[config.mk]
export PLATFORM = sky130hd
export DESIGN_NAME = dmem_bridge
export DESIGN_NICKNAME = d
export VERILOG_FILES = /design/src/rtl/dmem_bridge_pkg.sv /design/src/rtl/dmem_bridge_lane_align.sv /design/src/rtl/dmem_bridge.sv
export SDC_FILE = /design/constraint.sdc
export NUM_CORES = 1
export LEC_CHECK = 0
export CORE_ASPECT_RATIO = 2
export CORE_MARGIN = 5
export CORE_UTILIZATION = 29
export CTS_CLUSTER_SIZE = 28
export DETAILED_ROUTE_END_ITERATION = 6
export SETUP_SLACK_MARGIN = 0.02
export SLEW_MARGIN = 10
export SYNTH_ARGS = -nofsm -noshare
export SYNTH_HDL_FRONTEND = slang
export SYNTH_SLANG_ARGS = --single-unit
[constraint.sdc]
create_clock -name clk -period 14.4 [get_ports clk]
set_clock_uncertainty 0.05 [all_clocks]
set_input_delay 2.88 -clock clk [delete_from_list [all_inputs] [get_ports clk]]
set_output_delay 2.88 -clock clk [all_outputs]
set_load 0.1 [all_outputs]
[src/rtl/dmem_bridge_pkg.sv]
// Shared definitions for the data-memory bridge: bus widths, byte-mask codes, FSM states.
// Latency: n/a (constants and pure functions only).
// Backpressure: n/a.
package dmem_bridge_pkg;

    localparam int BUS_DW = 64;          // bus data width in bits
    localparam int BUS_SW = BUS_DW / 8;  // strobe width, one bit per byte lane
    localparam int BUS_AW = 64;          // byte address width

    // Low-justified access-size masks driven by the core.
    localparam logic [BUS_SW-1:0] BYTES_B = 8'h01;
    localparam logic [BUS_SW-1:0] BYTES_H = 8'h03;
    localparam logic [BUS_SW-1:0] BYTES_W = 8'h0F;
    localparam logic [BUS_SW-1:0] BYTES_D = 8'hFF;

    typedef enum logic [1:0] {
        ST_IDLE = 2'd0,
        ST_REQ  = 2'd1,
        ST_RESP = 2'd2,
        ST_DONE = 2'd3
    } state_e;

    // Number of bytes covered by a mask. The legal codes decode directly;
    // anything else falls back to a plain bit count.
    function automatic logic [3:0] mask_size(input logic [BUS_SW-1:0] m);
        logic [3:0] n;
        n = 4'd0;
        case (m)
            BYTES_B: n = 4'd1;
            BYTES_H: n = 4'd2;
            BYTES_W: n = 4'd4;
            BYTES_D: n = 4'd8;
            default: begin
                for (int i = 0; i < BUS_SW; i++) begin
                    n = n + {3'b000, m[i]};
                end
            end
        endcase
        return n;
    endfunction

    // Expand a byte mask into a bit mask over the data word.
    function automatic logic [BUS_DW-1:0] lane_mask(input logic [BUS_SW-1:0] m);
        logic [BUS_DW-1:0] bm;
        bm = '0;
        for (int i = 0; i < BUS_SW; i++) begin
            bm[8*i +: 8] = {8{m[i]}};
        end
        return bm;
    endfunction

endpackage

[src/rtl/dmem_bridge_lane_align.sv]
// Byte-lane steering between the core's low-justified view and the 8-byte bus word.
// Latency: purely combinational, zero cycles.
// Backpressure: none; outputs follow inputs.
import dmem_bridge_pkg::*;

module dmem_lane_align (
    input  logic [2:0]        offset_i,
    input  logic [BUS_SW-1:0] bytes_i,
    input  logic [BUS_DW-1:0] wdata_i,
    input  logic [BUS_DW-1:0] rdata_raw_i,
    output logic [BUS_SW-1:0] strb_o,
    output logic [BUS_DW-1:0] wdata_aligned_o,
    output logic [BUS_DW-1:0] rdata_justified_o,
    output logic              misaligned_o
);

    logic [5:0] bit_shift;

    assign bit_shift = {offset_i, 3'b000};

    // Strobe bits that would shift past lane 7 are dropped; such an access is
    // flagged misaligned instead of being split.
    assign strb_o            = bytes_i << offset_i;
    assign misaligned_o      = (({1'b0, offset_i} + mask_size(bytes_i)) > 4'd8);
    assign wdata_aligned_o   = wdata_i << bit_shift;
    assign rdata_justified_o = (rdata_raw_i >> bit_shift) & lane_mask(bytes_i);

endmodule

[src/rtl/dmem_bridge.sv]
// Core data-access port to registered valid/ready memory bus bridge, one access in flight.
// Latency: 4 cycles per access minimum (stall high 3), misaligned aborts after 1 cycle.
// Backpressure: request held stable while bus_ready=0; stall held until response or timeout.
import dmem_bridge_pkg::*;

module dmem_bridge #(
    parameter int TIMEOUT = 256,  // cycles allowed in REQ+RESP, at least 4
    parameter int CNT_W   = 9     // must be able to hold TIMEOUT
) (
    input  logic              clk,
    input  logic              rstn,
    input  logic              acs_en,
    input  logic              acs_wr,
    input  logic [BUS_SW-1:0] acs_bytes,
    input  logic [BUS_AW-1:0] acs_addr,
    input  logic [BUS_DW-1:0] acs_wdata,
    output logic [BUS_DW-1:0] acs_rdata,
    output logic              stall,
    output logic              err,
    output logic              bus_valid,
    input  logic              bus_ready,
    output logic              bus_we,
    output logic [BUS_AW-1:0] bus_addr,
    output logic [BUS_SW-1:0] bus_strb,
    output logic [BUS_DW-1:0] bus_wdata,
    input  logic              bus_rvalid,
    input  logic [BUS_DW-1:0] bus_rdata
);

    localparam logic [CNT_W-1:0] CNT_LAST = CNT_W'(TIMEOUT - 1);
    localparam logic [CNT_W-1:0] CNT_ONE  = CNT_W'(1);

    state_e            state_q, state_d;
    logic [CNT_W-1:0]  cnt_q, cnt_d;
    logic [2:0]        off_q, off_d;
    logic [BUS_SW-1:0] bytes_q, bytes_d;
    logic              bus_valid_q, bus_valid_d;
    logic              bus_we_q, bus_we_d;
    logic [BUS_AW-1:0] bus_addr_q, bus_addr_d;
    logic [BUS_SW-1:0] bus_strb_q, bus_strb_d;
    logic [BUS_DW-1:0] bus_wdata_q, bus_wdata_d;
    logic [BUS_DW-1:0] rdata_q, rdata_d;
    logic              err_q, err_d;

    logic [2:0]        la_off;
    logic [BUS_SW-1:0] la_bytes;
    logic [BUS_SW-1:0] la_strb;
    logic [BUS_DW-1:0] la_wdata;
    logic [BUS_DW-1:0] la_rdata;
    logic              la_mis;

    // Access fields come straight from the core only in IDLE; afterwards the
    // copies latched at issue steer the response lanes.
    always_comb begin
        la_off   = off_q;
        la_bytes = bytes_q;
        if (state_q == ST_IDLE) begin
            la_off   = acs_addr[2:0];
            la_bytes = acs_bytes;
        end
    end

    dmem_lane_align u_lane_align (
        .offset_i          (la_off),
        .bytes_i           (la_bytes),
        .wdata_i           (acs_wdata),
        .rdata_raw_i       (bus_rdata),
        .strb_o            (la_strb),
        .wdata_aligned_o   (la_wdata),
        .rdata_justified_o (la_rdata),
        .misaligned_o      (la_mis)
    );

    // Next-state, timeout counter and registered bus/response fields.
    always_comb begin
        state_d     = state_q;
        cnt_d       = cnt_q;
        off_d       = off_q;
        bytes_d     = bytes_q;
        bus_valid_d = bus_valid_q;
        bus_we_d    = bus_we_q;
        bus_addr_d  = bus_addr_q;
        bus_strb_d  = bus_strb_q;
        bus_wdata_d = bus_wdata_q;
        rdata_d     = rdata_q;
        err_d       = 1'b0;

        case (state_q)
            ST_IDLE: begin
                if (acs_en) begin
                    off_d   = acs_addr[2:0];
                    bytes_d = acs_bytes;
                    if (la_mis) begin
                        err_d   = 1'b1;
                        rdata_d = '0;
                        state_d = ST_DONE;
                    end else begin
                        bus_valid_d = 1'b1;
                        bus_we_d    = acs_wr;
                        bus_addr_d  = {acs_addr[BUS_AW-1:3], 3'b000};
                        bus_strb_d  = la_strb;
                        bus_wdata_d = la_wdata;
                        cnt_d       = '0;
                        state_d     = ST_REQ;
                    end
                end
            end
            ST_REQ: begin
                cnt_d = cnt_q + CNT_ONE;
                // Timeout takes priority: the access is abandoned even if the
                // slave happens to accept in the very last cycle.
                if (cnt_q == CNT_LAST) begin
                    bus_valid_d = 1'b0;
                    err_d       = 1'b1;
                    rdata_d     = '0;
                    state_d     = ST_DONE;
                end else if (bus_ready) begin
                    bus_valid_d = 1'b0;
                    state_d     = ST_RESP;
                end
            end
            ST_RESP: begin
                cnt_d = cnt_q + CNT_ONE;
                // A response in the last allowed cycle still completes normally.
                if (bus_rvalid) begin
                    if (!bus_we_q) begin
                        rdata_d = la_rdata;
                    end
                    state_d = ST_DONE;
                end else if (cnt_q == CNT_LAST) begin
                    err_d   = 1'b1;
                    rdata_d = '0;
                    state_d = ST_DONE;
                end
            end
            ST_DONE: begin
                // Always pass through IDLE so a still-asserted acs_en is not
                // mistaken for a fresh access.
                state_d = ST_IDLE;
            end
            default: begin
                state_d = ST_IDLE;
            end
        endcase
    end

    // State and datapath registers.
    always_ff @(posedge clk or negedge rstn) begin
        if (!rstn) begin
            state_q     <= ST_IDLE;
            cnt_q       <= '0;
            off_q       <= '0;
            bytes_q     <= '0;
            bus_valid_q <= 1'b0;
            bus_we_q    <= 1'b0;
            bus_addr_q  <= '0;
            bus_strb_q  <= '0;
            bus_wdata_q <= '0;
            rdata_q     <= '0;
            err_q       <= 1'b0;
        end else begin
            state_q     <= state_d;
            cnt_q       <= cnt_d;
            off_q       <= off_d;
            bytes_q     <= bytes_d;
            bus_valid_q <= bus_valid_d;
            bus_we_q    <= bus_we_d;
            bus_addr_q  <= bus_addr_d;
            bus_strb_q  <= bus_strb_d;
            bus_wdata_q <= bus_wdata_d;
            rdata_q     <= rdata_d;
            err_q       <= err_d;
        end
    end

    assign stall     = acs_en & (state_q != ST_DONE);
    assign err       = err_q;
    assign acs_rdata = rdata_q;
    assign bus_valid = bus_valid_q;
    assign bus_we    = bus_we_q;
    assign bus_addr  = bus_addr_q;
    assign bus_strb  = bus_strb_q;
    assign bus_wdata = bus_wdata_q;

endmodule
### Word-level counts from Yosys, hierarchy flattened

Index checks and enable logic that the tools add are counted.

| cells by class | value |
|---|---|
| add/subtract/negate cells | 9 |
| multipliers | 0 |
| div/mod/pow operators | 0 |
| magnitude comparators | 1 |
| equal/unequal tests | 15 |
| shift operators | 3 |
| mux-type cells | 29 |
| bitwise logic cells | 3 |
| reductions and logical operators | 11 |

Operator list:

| kind | count |
|---|---|
| 2-to-1 mux 64 bit | 5 |
| one-hot mux 64 bit (3 select lines) | 1 |
| AND 64 bit | 1 |
| left shift 64 x 6 -> 64 bit | 1 |
| >> shifter 64 x 6 -> 64 bit | 1 |
| adder 4 x 1 -> 4 bit | 6 |
| 2-to-1 mux 9 bit | 2 |
| one-hot mux 9 bit (2 select lines) | 1 |
| one-hot mux 4 bit (4 select lines) | 1 |
| 2-to-1 mux 2 bit | 6 |
| adder 9 x 1 -> 9 bit, second input constant | 1 |
| == test 9 x 8 -> 1 bit, second input constant | 1 |
| inequality test 3 bit, second input constant | 3 |
| AND reduction 3 bit | 3 |
| == test 8 x 1 -> 1 bit, second input constant | 1 |
| == test 8 x 2 -> 1 bit, second input constant | 1 |
| == test 8 x 4 -> 1 bit, second input constant | 1 |
| == test 8 bit, second input constant | 1 |
| 2-to-1 mux 1 bit | 8 |
| 2-to-1 mux 8 bit | 1 |
| inequality test 2 bit, second input constant | 4 |
| one-hot mux 2 bit (4 select lines) | 1 |
| AND reduction 4 bit | 2 |
| left shift 8 x 3 -> 8 bit | 1 |
| 15 further kinds | 17 |

| word-level totals | value |
|---|---|
| register bits | 222 |
| bits in latches | 0 |
| bits in writable memories | 0 |
| ROM bits | 0 |
| input port bits | 206 |
| output and inout bits | 204 |
| logic and storage cells | 82 |
| memories kept | 0 |

### Depth between registers and ports, before layout

| logic depth | value |
|---|---|
| word-level depth | 15 |
| gate-level depth with buffers | 25 |
| mapped depth without buffers | 21 |

### Hierarchy

A second synthesis with hierarchy kept.

| second synthesis, totals | value |
|---|---|
| cells, all modules | 1183 |
| area, all modules | 12667.1 um2 |

By module, submodules not included:

| module | instances | cells an instance | area each (um2) | seq. area each (um2) |
|---|---|---|---|---|
| dmem_bridge | 1 | 564 | 8712.1 | 5555.3 |
| dmem_lane_align | 1 | 619 | 3955.0 | 0.0 |

### Worst setup path before layout

Ideal clock, no wire load.

| timing | value |
|---|---|
| kind | in2reg |
| start point | input port acs_bytes[0] |
| end point | register cnt_q[2] |
| setup time | 0.124 ns |
| arrival | 7.825 ns |
| data required time | 14.226 ns |
| slack | 6.401 ns |
| stages on the path | 15 |
| buffers on the path | 0 |
| cell sequence | a21oi_1 -> inv_1 -> ha_1 -> fa_1 -> fa_1 -> fa_1 -> fa_1 -> nand2b_1 -> o21ai_0 -> fa_1 -> nor3_1 -> nor3b_1 -> a21oi_1 -> o2111ai_1 -> a211o_1 |

| between the ends | value |
|---|---|
| longest elaborated chain between the ends | 13 |
| elaborated cells between the ends (all ways) | 17 |
| those cells by class | 8 x add/sub; 1 x order compare; 5 x eq/ne; 2 x mux; 1 x reduce/logical |

RTL lines:

| item | RTL line | RTL |
|---|---|---|
| from (decl) | dmem_bridge.sv:14 | `input logic [BUS_SW-1:0] acs_bytes,` |
| 2-to-1 mux 8 bit (*) | dmem_bridge.sv:57 | `if (state_q == ST_IDLE) begin` |
| adder 1 x 1 -> 2 bit | dmem_bridge_pkg.sv:35 | `n = n + {3'b000, m[i]};` |
| adder 4 x 1 -> 4 bit (6 in series) | dmem_bridge_pkg.sv:35 |  |
| one-hot mux 4 bit (4 select lines) (*) | dmem_bridge_pkg.sv:28 | `case (m)` |
| adder 3 x 4 -> 4 bit (*) | dmem_bridge_lane_align.sv:24 | `assign misaligned_o = (({1'b0, offset_i} + mask_size(bytes_i)) > 4'd8);` |
| > comparator 4 bit (*) | dmem_bridge_lane_align.sv:24 |  |
| inequality test 2 bit (no source line) (*) | - |  |
| AND reduction 3 bit (no source line) (*) | - |  |
| to (signal assigned) | dmem_bridge.sv:163 | `cnt_q <= cnt_d;` |
| to (decl) | dmem_bridge.sv:34 | `logic [CNT_W-1:0] cnt_q, cnt_d;` |

Mark *: on every way between the ends. The rest lies on a longest branch, timed or not.
A chain may end at the register's enable or synchronous reset.

### Final worst setup path

| timing | value |
|---|---|
| start point | input port acs_bytes[0] |
| end point | register bus_addr_q[52] (netlist: bus_addr[52]) |

| between the ends | value |
|---|---|
| longest elaborated chain between the ends | 13 |
| elaborated cells between the ends (all ways) | 17 |
| those cells by class | 8 x add/sub; 1 x order compare; 4 x eq/ne; 2 x mux; 1 x bitwise; 1 x reduce/logical |

RTL lines:

| item | RTL line | RTL |
|---|---|---|
| 2-to-1 mux 8 bit (*) | dmem_bridge.sv:57 |  |
| adder 1 x 1 -> 2 bit | dmem_bridge_pkg.sv:35 |  |
| adder 4 x 1 -> 4 bit (6 in series) | dmem_bridge_pkg.sv:35 |  |
| one-hot mux 4 bit (4 select lines) (*) | dmem_bridge_pkg.sv:28 |  |
| adder 3 x 4 -> 4 bit (*) | dmem_bridge_lane_align.sv:24 |  |
| > comparator 4 bit (*) | dmem_bridge_lane_align.sv:24 |  |
| NOT 1 bit (no source line) (*) | - |  |
| AND reduction 3 bit (no source line) (*) | - |  |
| to (signal assigned) | dmem_bridge.sv:168 | `bus_addr_q <= bus_addr_d;` |
| to (decl) | dmem_bridge.sv:39 | `logic [BUS_AW-1:0] bus_addr_q, bus_addr_d;` |

Marked as above.

==> flow_results.org <==
** Placement
- Detailed placement ended at an HPWL of 43600 um.
- Final weighted congestion in routability-driven placement :: 0.899
- During placement, the flow inserted port buffers numbering 406.

** Final layout
- Fraction of layout instances using a drive strength above 1 :: 10.2%
- Fill cells in the final layout number 4329.
- In the layout the commonest cells are 403 x clkdlybuf4s50_1, 229 x nand2_1, 222 x dfrtp_1, 105 x o21ai_0, 93 x a21oi_1.
- Area growth from synthesis to final layout :: 42.2%
- Most common cell after layout, fill and taps aside :: clkdlybuf4s50_1
- At the end of the flow, the number of nets in the layout was 1925.

** Worst setup path
- STA classifies the critical path startpoint as an input pin.
- The worst register-to-register path has a depth of 21.
- Arrival time worst endpoint :: 9540 ps
- The worst setup path is captured at a flip-flop.
- CP Class :: in -> reg
- Reg-to-reg critical path startpoint :: state_q[0]
- Reg2reg end :: bus_addr[52]
- Crit path max fanout :: 67
- Required @ worst endpoint :: 14770 ps
- R2R Setup Slk :: 6880 ps

** Timing
- Minimum clock period :: 9170 ps
- In the final timing run, aggregate negative setup slack is 0 ps.
- For this run, the top clock speed supported by timing is 109 MHz.
- RSZ-0062 raised after global routing :: false
- Number of hold violations in the final report :: 0
- Slew Limit Headroom :: 21.5%
- Number of slew-limit violations in the final report :: 0
- Setup violation total in the final timing report :: 0
- At the pin with the least slew margin, the transition time is 1170 ps.
- Final critical-path share of the clock period :: 63.7%

** Yosys
- Synth Register Bits :: 222
- Post-Syn Instances :: 1348
- Synth area leaders :: dfrtp_1 44%, mux2_2 7.6%, nand2_1 6.8%, mux2i_1 6.1%, o21ai_0 4.2%
- After synthesis the cells add up to 12600 um2.
- Number of synthesis warnings :: 0
- Yosys top cell area share :: 44.0%
- Yosys mapped a number of flops with a built-in enable equal to 0.
- Most frequently used flop master after synthesis :: dfrtp_1
- The average instance in the mapped netlist occupies 9.37 um2.
- For this run, asynchronously set or reset flops after synthesis account for 100%.
- Sequential element share of the synthesized area :: 44.0%
- Post-synthesis cell type with the largest combined area :: dfrtp_1
- Number of library cell types mapped by synthesis :: 65

** Detailed routing
- Drt total wl :: 56800 um
- The first routing iteration left 751 violations.
- Once detail routing completed, the nets flagged for antenna violations numbered 0.
- Drt wl/cell :: 25.0 um
- The routed layout has 12300 vias.
- First-pass iteration count of the detailed router :: 5
- Post-DR vias/cell :: 5.40
- Number of design rule violations left after detail routing :: 0

** Global route
- Entering global routing, the biggest net connects 84 pins.
- The via count of the first global-routing pass was 12800.
- Antenna violations before repair :: 9
- GRT Overall Usage :: 22.8%
- Gr ovfl total :: 0
- Global-route wire length before repair :: 83000 um

** Clock network
- The cell sitting at the root of the clock tree is a clkbuf_16.
- TritonCTS built the clock tree.
- Buffers inserted to repair hold after CTS numbered 0.
- Counting the buffers created by CTS gives 24.
- In this run the post-CTS setup repair buffer count came out at 0.
- Number of sinks handled by clock tree synthesis :: 222
- CTS built an H-tree with a depth of 1.
- The clock reaches the later pin of the worst-skew pair after 540 ps.
- Gates resized during post-CTS repair numbered 0.
- After clock tree synthesis, the clock-pin slew on the worst setup and hold paths is 70 ps.
- The clock passes through at most 3 buffers.

** Floorplanning
- Die outline width :: 158 um
- The core region is 43200 um2.
- I/O Pins :: 410
- For this configuration, the core starts out at a cell density of 29.2%.
- Vertical die dimension :: 305 um
- After floorplanning, the core was divided into 108 placement rows.
- The die covers 48100 um2.

** Run status
- The run finished with clean final reports.

** Min path
- Hold WC Path Type :: reg -> reg
- Hold path endpoint :: cnt_q[7]
- Worst hold path startpoint :: cnt_q[7]
- Counting instances, the worst hold path has a depth of 1.

** Job
- The tool flagged a number of max-cap violations equal to 0.
-- critical path: stages --
cell and delay (ps):
clkdlybuf4s50_1 510, a21oi_1 260, inv_1 160, ha_1 340, fa_1 530, fa_1 520
fa_1 470, fa_1 440, nand2b_1 150, o21ai_0 350, ha_1 300, a21o_1 170
a21oi_1 360, or4_1 330, a21oi_4 110, nor2_4 390, buf_4 760, mux2_2 420
-- per-stage QoR --
stage	std cells	instance area (um2)	worst slack [ps]	hold slack, ps	util [%]
2_1_floorplan	1350	12600	6400	396	-
3_3_place_gp	2224	17100	4740	416	39.6
3_5_place_dp	2224	17100	4700	423	39.6
4_1_cts	2267	18000	5230	443	41.5
5_1_grt	2268	18000	4810	456	41.5
6_report	2271	18000	5230	444	41.5
-- sequential cells by signal, indices dropped and copies added, names as in the netlist --
register,cells
err,1
bus_wdata,64
bus_addr,61
acs_rdata,64
bus_strb,8
state_q,2
off_q,3
bus_valid,1
bytes_q,8
cnt_q,9
bus_we,1
-- routing by layer --
| layer | GRT usage [%] | vias up | wire [um] |
|---|---|---|---|
| met5 | 0 | - | 62 |
| met4 | 10.9 | 10 | 3070 |
| met3 | 6.67 | 130 | 4770 |
| met2 | 42.6 | 526 | 30700 |
| met1 | 22.5 | 6021 | 18200 |
| li1 | - | 5582 | - |
-- cells by family after synthesis --
| logic type | after synthesis | share of synthesized area [%] |
|---|---|---|
| other cells | 1 | 0.0297 |
| mux | 172 | 14.9 |
| simple gates | 420 | 14.5 |
| fa+ha+maj | 19 | 2.18 |
| flops | 222 | 44.0 |
| xor+xnor | 2 | 0.139 |
| buf+inv | 123 | 4.38 |
| compound gates | 389 | 19.9 |
-- layout make-up --
class                           instances  area, um2  area share [%]
Multi-Input combinational cell       1005       6570            36.6
Clock inverter                          8        100           0.557
Inverter                               18       71.3           0.397
Timing Repair Buffer                  429       4240            23.6
Antenna cell                            4       10.0          0.0557
Tap cell                              550        688            3.83
Clock buffer                           35        733            4.08
Sequential cell                       222       5560            30.9
-- cell usage after synthesis (13+ instances only) --
cell	count
nand2_1	230
dfrtp_1	222
o21ai_0	105
a21oi_1	93
mux2_2	85
mux2i_1	77
nor2_1	73
clkbuf_1	66
o2bb2ai_1	40
nand3_1	39
and3_1	36
a31oi_1	28
a22o_1	24
o31ai_1	20
buf_1	16
o22ai_1	16
inv_1	15
ha_1	14
a311oi_1	13
-- worst max path at each step --
stage / from / to / slack, ps
2_1_floorplan: acs_bytes[0] / cnt_q[2] / 6400
3_3_place_gp: acs_bytes[0] / bus_addr[29] / 4740
3_5_place_dp: acs_bytes[0] / bus_addr[52] / 4700
4_1_cts: acs_bytes[0] / bus_addr[52] / 5230
5_1_grt: acs_bytes[0] / bus_we / 4810
6_report: acs_bytes[0] / bus_addr[52] / 5230
Power is left out: the tool's default activity adds up to more than one toggle a clock period on the data nets, which glitch-free logic cannot reach.
